==> config.mk <==
export PLATFORM = sky130hd
export DESIGN_NAME = lsu_align_ctrl
export DESIGN_NICKNAME = d
export VERILOG_FILES = /design/src/rtl/lsu_pkg.sv /design/src/rtl/lsu_load_extract.sv /design/src/rtl/lsu_align_ctrl.sv
export SDC_FILE = /design/constraint.sdc
export NUM_CORES = 1
export LEC_CHECK = 0
export CORE_UTILIZATION = 45
export CTS_BUF_LIST = sky130_fd_sc_hd__clkbuf_4 sky130_fd_sc_hd__clkbuf_8
export CTS_CLUSTER_DIAMETER = 100
export DETAILED_ROUTE_END_ITERATION = 6
export PLACE_DENSITY = 0.81
export SYNTH_ARGS = -nofsm -noshare
export SYNTH_HDL_FRONTEND = slang
export SYNTH_SLANG_ARGS = --single-unit
==> constraint.sdc <==
create_clock -name i_clk -period 4.8 [get_ports i_clk]
set_clock_uncertainty 0.2 [all_clocks]
set_input_delay 0.96 -clock i_clk [delete_from_list [all_inputs] [get_ports i_clk]]
set_output_delay 0.96 -clock i_clk [all_outputs]
set_load 0.005 [all_outputs]
==> src/rtl/lsu_pkg.sv <==
// Shared types and helpers for the load/store alignment controller: size
// encodings, FSM states and the word-boundary crossing test.
package lsu_pkg;

  localparam logic [1:0] SZ_BYTE = 2'b00;
  localparam logic [1:0] SZ_HALF = 2'b01;
  localparam logic [1:0] SZ_WORD = 2'b10;

  typedef enum logic [1:0] {IDLE, ACC0, ACC1, RESP} state_t;

  // Size code 2'b11 behaves as a word.
  function automatic logic [2:0] size_bytes(input logic [1:0] size);
    case (size)
      SZ_BYTE: return 3'd1;
      SZ_HALF: return 3'd2;
      default: return 3'd4;
    endcase
  endfunction

  function automatic logic is_crossing(input logic [1:0] off, input logic [1:0] size);
    return ({1'b0, off} + size_bytes(size)) > 3'd4;
  endfunction

endpackage

==> src/rtl/lsu_load_extract.sv <==
// Combinational lane logic: in load mode extracts and extends a result from the
// two-word window {w1,w0}; in store mode yields the 8-lane byte mask instead.
module lsu_load_extract
  import lsu_pkg::*;
(
  input  logic        i_store_mode,
  input  logic [31:0] i_w0,
  input  logic [31:0] i_w1,
  input  logic [1:0]  i_off,
  input  logic [1:0]  i_size,
  input  logic        i_unsigned,
  output logic [31:0] o_data,
  output logic [7:0]  o_lane_mask
);

  logic [31:0] w_win;
  logic [7:0]  w_base_mask;

  assign w_win = 32'({i_w1, i_w0} >> {i_off, 3'b000});

  always_comb begin
    case (i_size)
      SZ_BYTE: w_base_mask = 8'h01;
      SZ_HALF: w_base_mask = 8'h03;
      default: w_base_mask = 8'h0F;
    endcase
  end

  // NOTE: every output gets a default before the branches so no path leaves
  // it unassigned, which would otherwise infer a latch.
  always_comb begin
    o_data      = '0;
    o_lane_mask = '0;
    if (i_store_mode) begin
      o_lane_mask = w_base_mask << i_off;
    end else begin
      case (i_size)
        SZ_BYTE: o_data = {{24{~i_unsigned & w_win[7]}}, w_win[7:0]};
        SZ_HALF: o_data = {{16{~i_unsigned & w_win[15]}}, w_win[15:0]};
        default: o_data = w_win;
      endcase
    end
  end

endmodule

==> src/rtl/lsu_align_ctrl.sv <==
// Load/store alignment controller in front of a word-addressed, async-read data
// memory. Define MISALIGN_TRAP_EN to trap word-crossing accesses instead of splitting.
module lsu_align_ctrl
  import lsu_pkg::*;
#(
  parameter int XLEN = 32
) (
  input  logic            i_clk,
  input  logic            i_rst,
  input  logic            i_req_valid,
  output logic            o_req_ready,
  input  logic            i_req_we,
  input  logic [1:0]      i_req_size,
  input  logic            i_req_unsigned,
  input  logic [XLEN-1:0] i_req_addr,
  input  logic [XLEN-1:0] i_req_wdata,
  output logic            o_rsp_valid,
  output logic [XLEN-1:0] o_rsp_rdata,
  output logic            o_mem_we,
  output logic [XLEN-1:0] o_mem_addr,
  output logic [XLEN-1:0] o_mem_wdata,
`ifdef MISALIGN_TRAP_EN
  output logic            o_misaligned,
`endif
  input  logic [XLEN-1:0] i_mem_rdata
);

  state_t            r_state, w_state_nxt;
  logic              r_we, r_uns;
  logic [1:0]        r_size;
  logic [XLEN-1:0]   r_addr, r_wdata, r_w0, r_rsp_rdata;
  logic              w_accept, w_cross, w_enter_resp;
  logic [XLEN-1:0]   w_ext_w0, w_ext_w1, w_ext_data;
  logic [7:0]        w_lane_mask;
  logic [2*XLEN-1:0] w_wdata_sh;
  logic [XLEN-3:0]   w_word_idx, w_word_idx_p1;
`ifdef MISALIGN_TRAP_EN
  logic              r_misaligned;
`endif

  assign o_req_ready   = (r_state == IDLE) && !i_rst;
  assign w_accept      = i_req_valid && o_req_ready;
  assign w_cross       = is_crossing(r_addr[1:0], r_size);
  assign w_word_idx    = r_addr[XLEN-1:2];
  assign w_word_idx_p1 = w_word_idx + (XLEN-2)'(1);
  assign w_wdata_sh    = {{XLEN{1'b0}}, r_wdata} << {r_addr[1:0], 3'b000};

  always_comb begin
    w_state_nxt = r_state;
    case (r_state)
      IDLE: if (w_accept) begin
`ifdef MISALIGN_TRAP_EN
        w_state_nxt = is_crossing(i_req_addr[1:0], i_req_size) ? RESP : ACC0;
`else
        w_state_nxt = ACC0;
`endif
      end
      ACC0:    w_state_nxt = w_cross ? ACC1 : RESP;
      ACC1:    w_state_nxt = RESP;
      RESP:    w_state_nxt = IDLE;
      default: w_state_nxt = IDLE;
    endcase
  end

  assign w_enter_resp = (w_state_nxt == RESP) && (r_state != RESP);

  // The word read this cycle is used directly, so the result is ready on entry to RESP.
  assign w_ext_w0 = (r_state == ACC0) ? i_mem_rdata : r_w0;
  assign w_ext_w1 = (r_state == ACC1) ? i_mem_rdata : '0;

  lsu_load_extract u_extract (
    .i_store_mode (r_we),
    .i_w0         (w_ext_w0),
    .i_w1         (w_ext_w1),
    .i_off        (r_addr[1:0]),
    .i_size       (r_size),
    .i_unsigned   (r_uns),
    .o_data       (w_ext_data),
    .o_lane_mask  (w_lane_mask)
  );

  // NOTE: state registers use non-blocking assignments so every flop samples
  // pre-edge values regardless of statement order.
  always_ff @(posedge i_clk) begin
    if (i_rst) begin
      r_state     <= IDLE;
      r_we        <= 1'b0;
      r_size      <= SZ_BYTE;
      r_uns       <= 1'b0;
      r_addr      <= '0;
      r_wdata     <= '0;
      r_w0        <= '0;
      r_rsp_rdata <= '0;
`ifdef MISALIGN_TRAP_EN
      r_misaligned <= 1'b0;
`endif
    end else begin
      r_state <= w_state_nxt;
      if (w_accept) begin
        r_we    <= i_req_we;
        r_size  <= i_req_size;
        r_uns   <= i_req_unsigned;
        r_addr  <= i_req_addr;
        r_wdata <= i_req_wdata;
`ifdef MISALIGN_TRAP_EN
        r_misaligned <= is_crossing(i_req_addr[1:0], i_req_size);
`endif
      end
      if (r_state == ACC0) r_w0 <= i_mem_rdata;
      // Entering RESP straight from IDLE only happens for a trapped access.
      if (w_enter_resp) r_rsp_rdata <= (r_state == IDLE) ? '0 : w_ext_data;
    end
  end

  // Reset suppresses the write even mid-split, so word1 stays untouched.
  always_comb begin
    o_mem_we    = 1'b0;
    o_mem_addr  = '0;
    o_mem_wdata = '0;
    if (!i_rst) begin
      case (r_state)
        ACC0: begin
          o_mem_addr = {2'b00, w_word_idx};
          o_mem_we   = r_we;
          if (r_we)
            for (int i = 0; i < XLEN/8; i++)
              o_mem_wdata[8*i +: 8] = w_lane_mask[i] ? w_wdata_sh[8*i +: 8]
                                                     : i_mem_rdata[8*i +: 8];
        end
        ACC1: begin
          o_mem_addr = {2'b00, w_word_idx_p1};
          o_mem_we   = r_we;
          if (r_we)
            for (int i = 0; i < XLEN/8; i++)
              o_mem_wdata[8*i +: 8] = w_lane_mask[4+i] ? w_wdata_sh[XLEN+8*i +: 8]
                                                       : i_mem_rdata[8*i +: 8];
        end
        default: ;
      endcase
    end
  end

  assign o_rsp_valid = (r_state == RESP) && !i_rst;
  assign o_rsp_rdata = r_rsp_rdata;
`ifdef MISALIGN_TRAP_EN
  assign o_misaligned = (r_state == RESP) && r_misaligned && !i_rst;
`endif

endmodule
==> flow_summary.toml <==
[run_status]
status = "completed"

[power]
leakagePower_nw = 4.10
p_per_area_nw_per_um2 = 428
peakVddDrop_mv = 0.281
p_comb_share_pct = 44.7
internal_power_mw = 2.74
clkPwrFrac_pct = 22.1
p_seq_share_pct = 33.2
swShare_pct = 41.4
p_total_mw = 4.68
p_switching_mw = 1.94

[critical_path]
worst-r2r-setup-slack_ns = 1.47
crit_fanout = 14
crit_path_start_kind = "flop"
cp.required_ns = 3.64
critical_path_class = "flop to output port"
cp_data_arrival_time_ns = 3.33
endpoint_kind = "output port"

[cells_and_area]
syn2layout_area_growth_pct = 28.7
antenna_cells = 0
multiInputGateArea_um2 = 5340
regArea_um2 = 2680
fin_nets = 1336
stdcell_area_um2 = 10900
nFillCells = 1603
drive_above_1_share_pct = 8.09

[cts]
cts_setup_buffers = 0
cts_tree = "yes"
clkTransAtPathRegs_ns = 0.08
cts_root_buffer = "clkbuf_8"
htree_levels = 4
insertion_delay_ns = 0.46
cts.repair.resized = 0
clockBufferDepth = 2
cts_inserted_buffers = 17
cts_hold_buf = 0
clkSinkCount = 134

[placement]
gp_congestion = 0.950
place_area_um2 = 10500
portBuffers = 199
dpl.hpwl_mm = 20.0

[drt]
drc = 0
route.vias.total = 8873
wl_mm = 28.5
ant_nets = 0
vias_per_cell = 6.06
first_pass_iters = 6
dr.first_iter.drc_count = 928
routedWlPerCell_um = 19.5

[synthesis]
async_flop_share_pct = 0
yosysTopAreaCellShare_pct = 31.6
synth-warning-count = 0
ys_seq_area_share_pct = 31.6
syn_inst = 1078
yosys.cell_types.count = 62
synth.top_cells.by_count = "nand2_1 (249), dfxtp_1 (134), mux2i_1 (86)"
syn_area_um2 = 8500
ys.flop_type = "dfxtp_1"
yosys.area.top_type = "dfxtp_1"
synth.avg_cell_area_um2 = 7.88
ys_ff_latch = 134
yosys.cell_count.top_type = "nand2_1"
yosys-top-cells-area = "dfxtp_1 (32%), nand2_1 (11%), mux2i_1 (10%)"
synth-edff-count = 0

[die]
die_x_um = 139
die_y_um = 139
start_util_pct = 46.7
num_rows = 49
die-area_um2 = 19400
core_um2 = 18200
pin_count = 202

[sta]
setup_violations = 0
slew_viol_final = 0
fin_crit_ns = 4.49
rsz0062_at_grt = "false"
hold_viol_final = 0
relSlewSlack_pct = 43.0
holdWs_ns = 0.254
max_freq_ghz = 0.222
worstMarginPinSlew_ns = 0.852
fin_tns_setup_ns = 0
timing.final.crit_share_pct = 93.6

[min_path]
hp-class = "flop to flop"

[global_routing]
first_global_vias = 8375
grt_usage_pct = 29.0
grt_pass1_wl_mm = 44.6
overflow = 0
grt_start_max_net_pins = 67
antenna_found_initial = 0

[flow_run]
drv_cap = 0
[per-layer routing]
| metal | track usage, % | share of wire [%] | up-vias |
|---|---|---|---|
| li1 | - | - | 4143 |
| met1 | 37.0 | 41 | 4117 |
| met2 | 45.4 | 45 | 527 |
| met3 | 6.81 | 9.8 | 86 |
| met4 | 15.6 | 4.6 | 0 |
| met5 | 0 | 0 | - |
[power groups by stage]
stage | sequential, mW | clock [mW] | combinational [mW]
2_1_floorplan | 1.47 | 0 | 1.49
3_3_place_gp | 1.56 | 0 | 2.00
3_5_place_dp | 1.57 | 0 | 2.04
4_1_cts | 1.54 | 1.04 | 2.05
5_1_grt | 1.58 | 1.09 | 2.26
6_report | 1.55 | 1.03 | 2.09
[cell usage in the layout, fill, tap and decap left out, types with 23 or more instances in the layout]
master             n
nand2_1          249
clkdlybuf4s50_1  198
dfxtp_1          133
mux2i_1           86
nand3b_1          72
a21oi_1           55
o21ai_0           53
nor2_1            51
o211ai_1          36
nand3_1           25
mux2_2            24
buf_4             23
[sequential cells by signal (all words and copies together) (netlist names)]
signal / cells
r_addr: 32
r_w0: 32
r_uns: 1
r_state: 2
r_wdata: 32
r_size: 2
o_rsp_rdata: 32
r_we: 1
[metrics by stage]
stage               util, %  cells  worst slack [ns]
CTS                    60.1   1465             0.384
floorplan                 -   1079              1.52
global placement       57.7   1434             0.697
global route           60.1   1465             0.150
finish                 60.1   1465             0.306
detailed placement     57.7   1434             0.672
[area by class of cell]
class / instances / area share, %
Clock buffer: 21 / 2.59
Inverter: 10 / 0.343
Tap cell: 229 / 2.62
Timing Repair Buffer: 222 / 19.7
Sequential cell: 134 / 24.5
Clock inverter: 10 / 1.33
Multi-Input combinational cell: 839 / 48.8
[logic make-up after synthesis]
logic type | Yosys count | share of synthesized area [%]
flip-flops | 134 | 31.6
AO/OA/AOI/OAI | 245 | 19.0
other | 1 | 0.0441
multiplexers | 118 | 15.4
adder cells (fa/ha/maj) | 9 | 1.41
AND/OR/NAND/NOR | 463 | 26.6
buffers and inverters | 106 | 5.71
XOR/XNOR | 2 | 0.206
[worst paths after layout]
kind,startpoint,endpoint,cells after the start
worst max register to register,r_state[1],o_rsp_rdata[16],9
worst min-delay path,o_rsp_rdata[5],o_rsp_rdata[5],2
worst min register to register,o_rsp_rdata[5],o_rsp_rdata[5],2
worst max-delay path,r_addr[0],o_mem_wdata[26],8
[worst max-delay path, cell delays in order (launching register included)]
cell and delay, ns:
dfxtp_1 0.65, inv_2 0.23, ha_1 0.29, nand2_1 0.07, o211ai_1 0.11, nor2_1 0.51
a32oi_1 0.19, nor2_1 0.26, clkdlybuf4s50_1 0.56
Note: power is estimated with default switching activity, not from simulation.
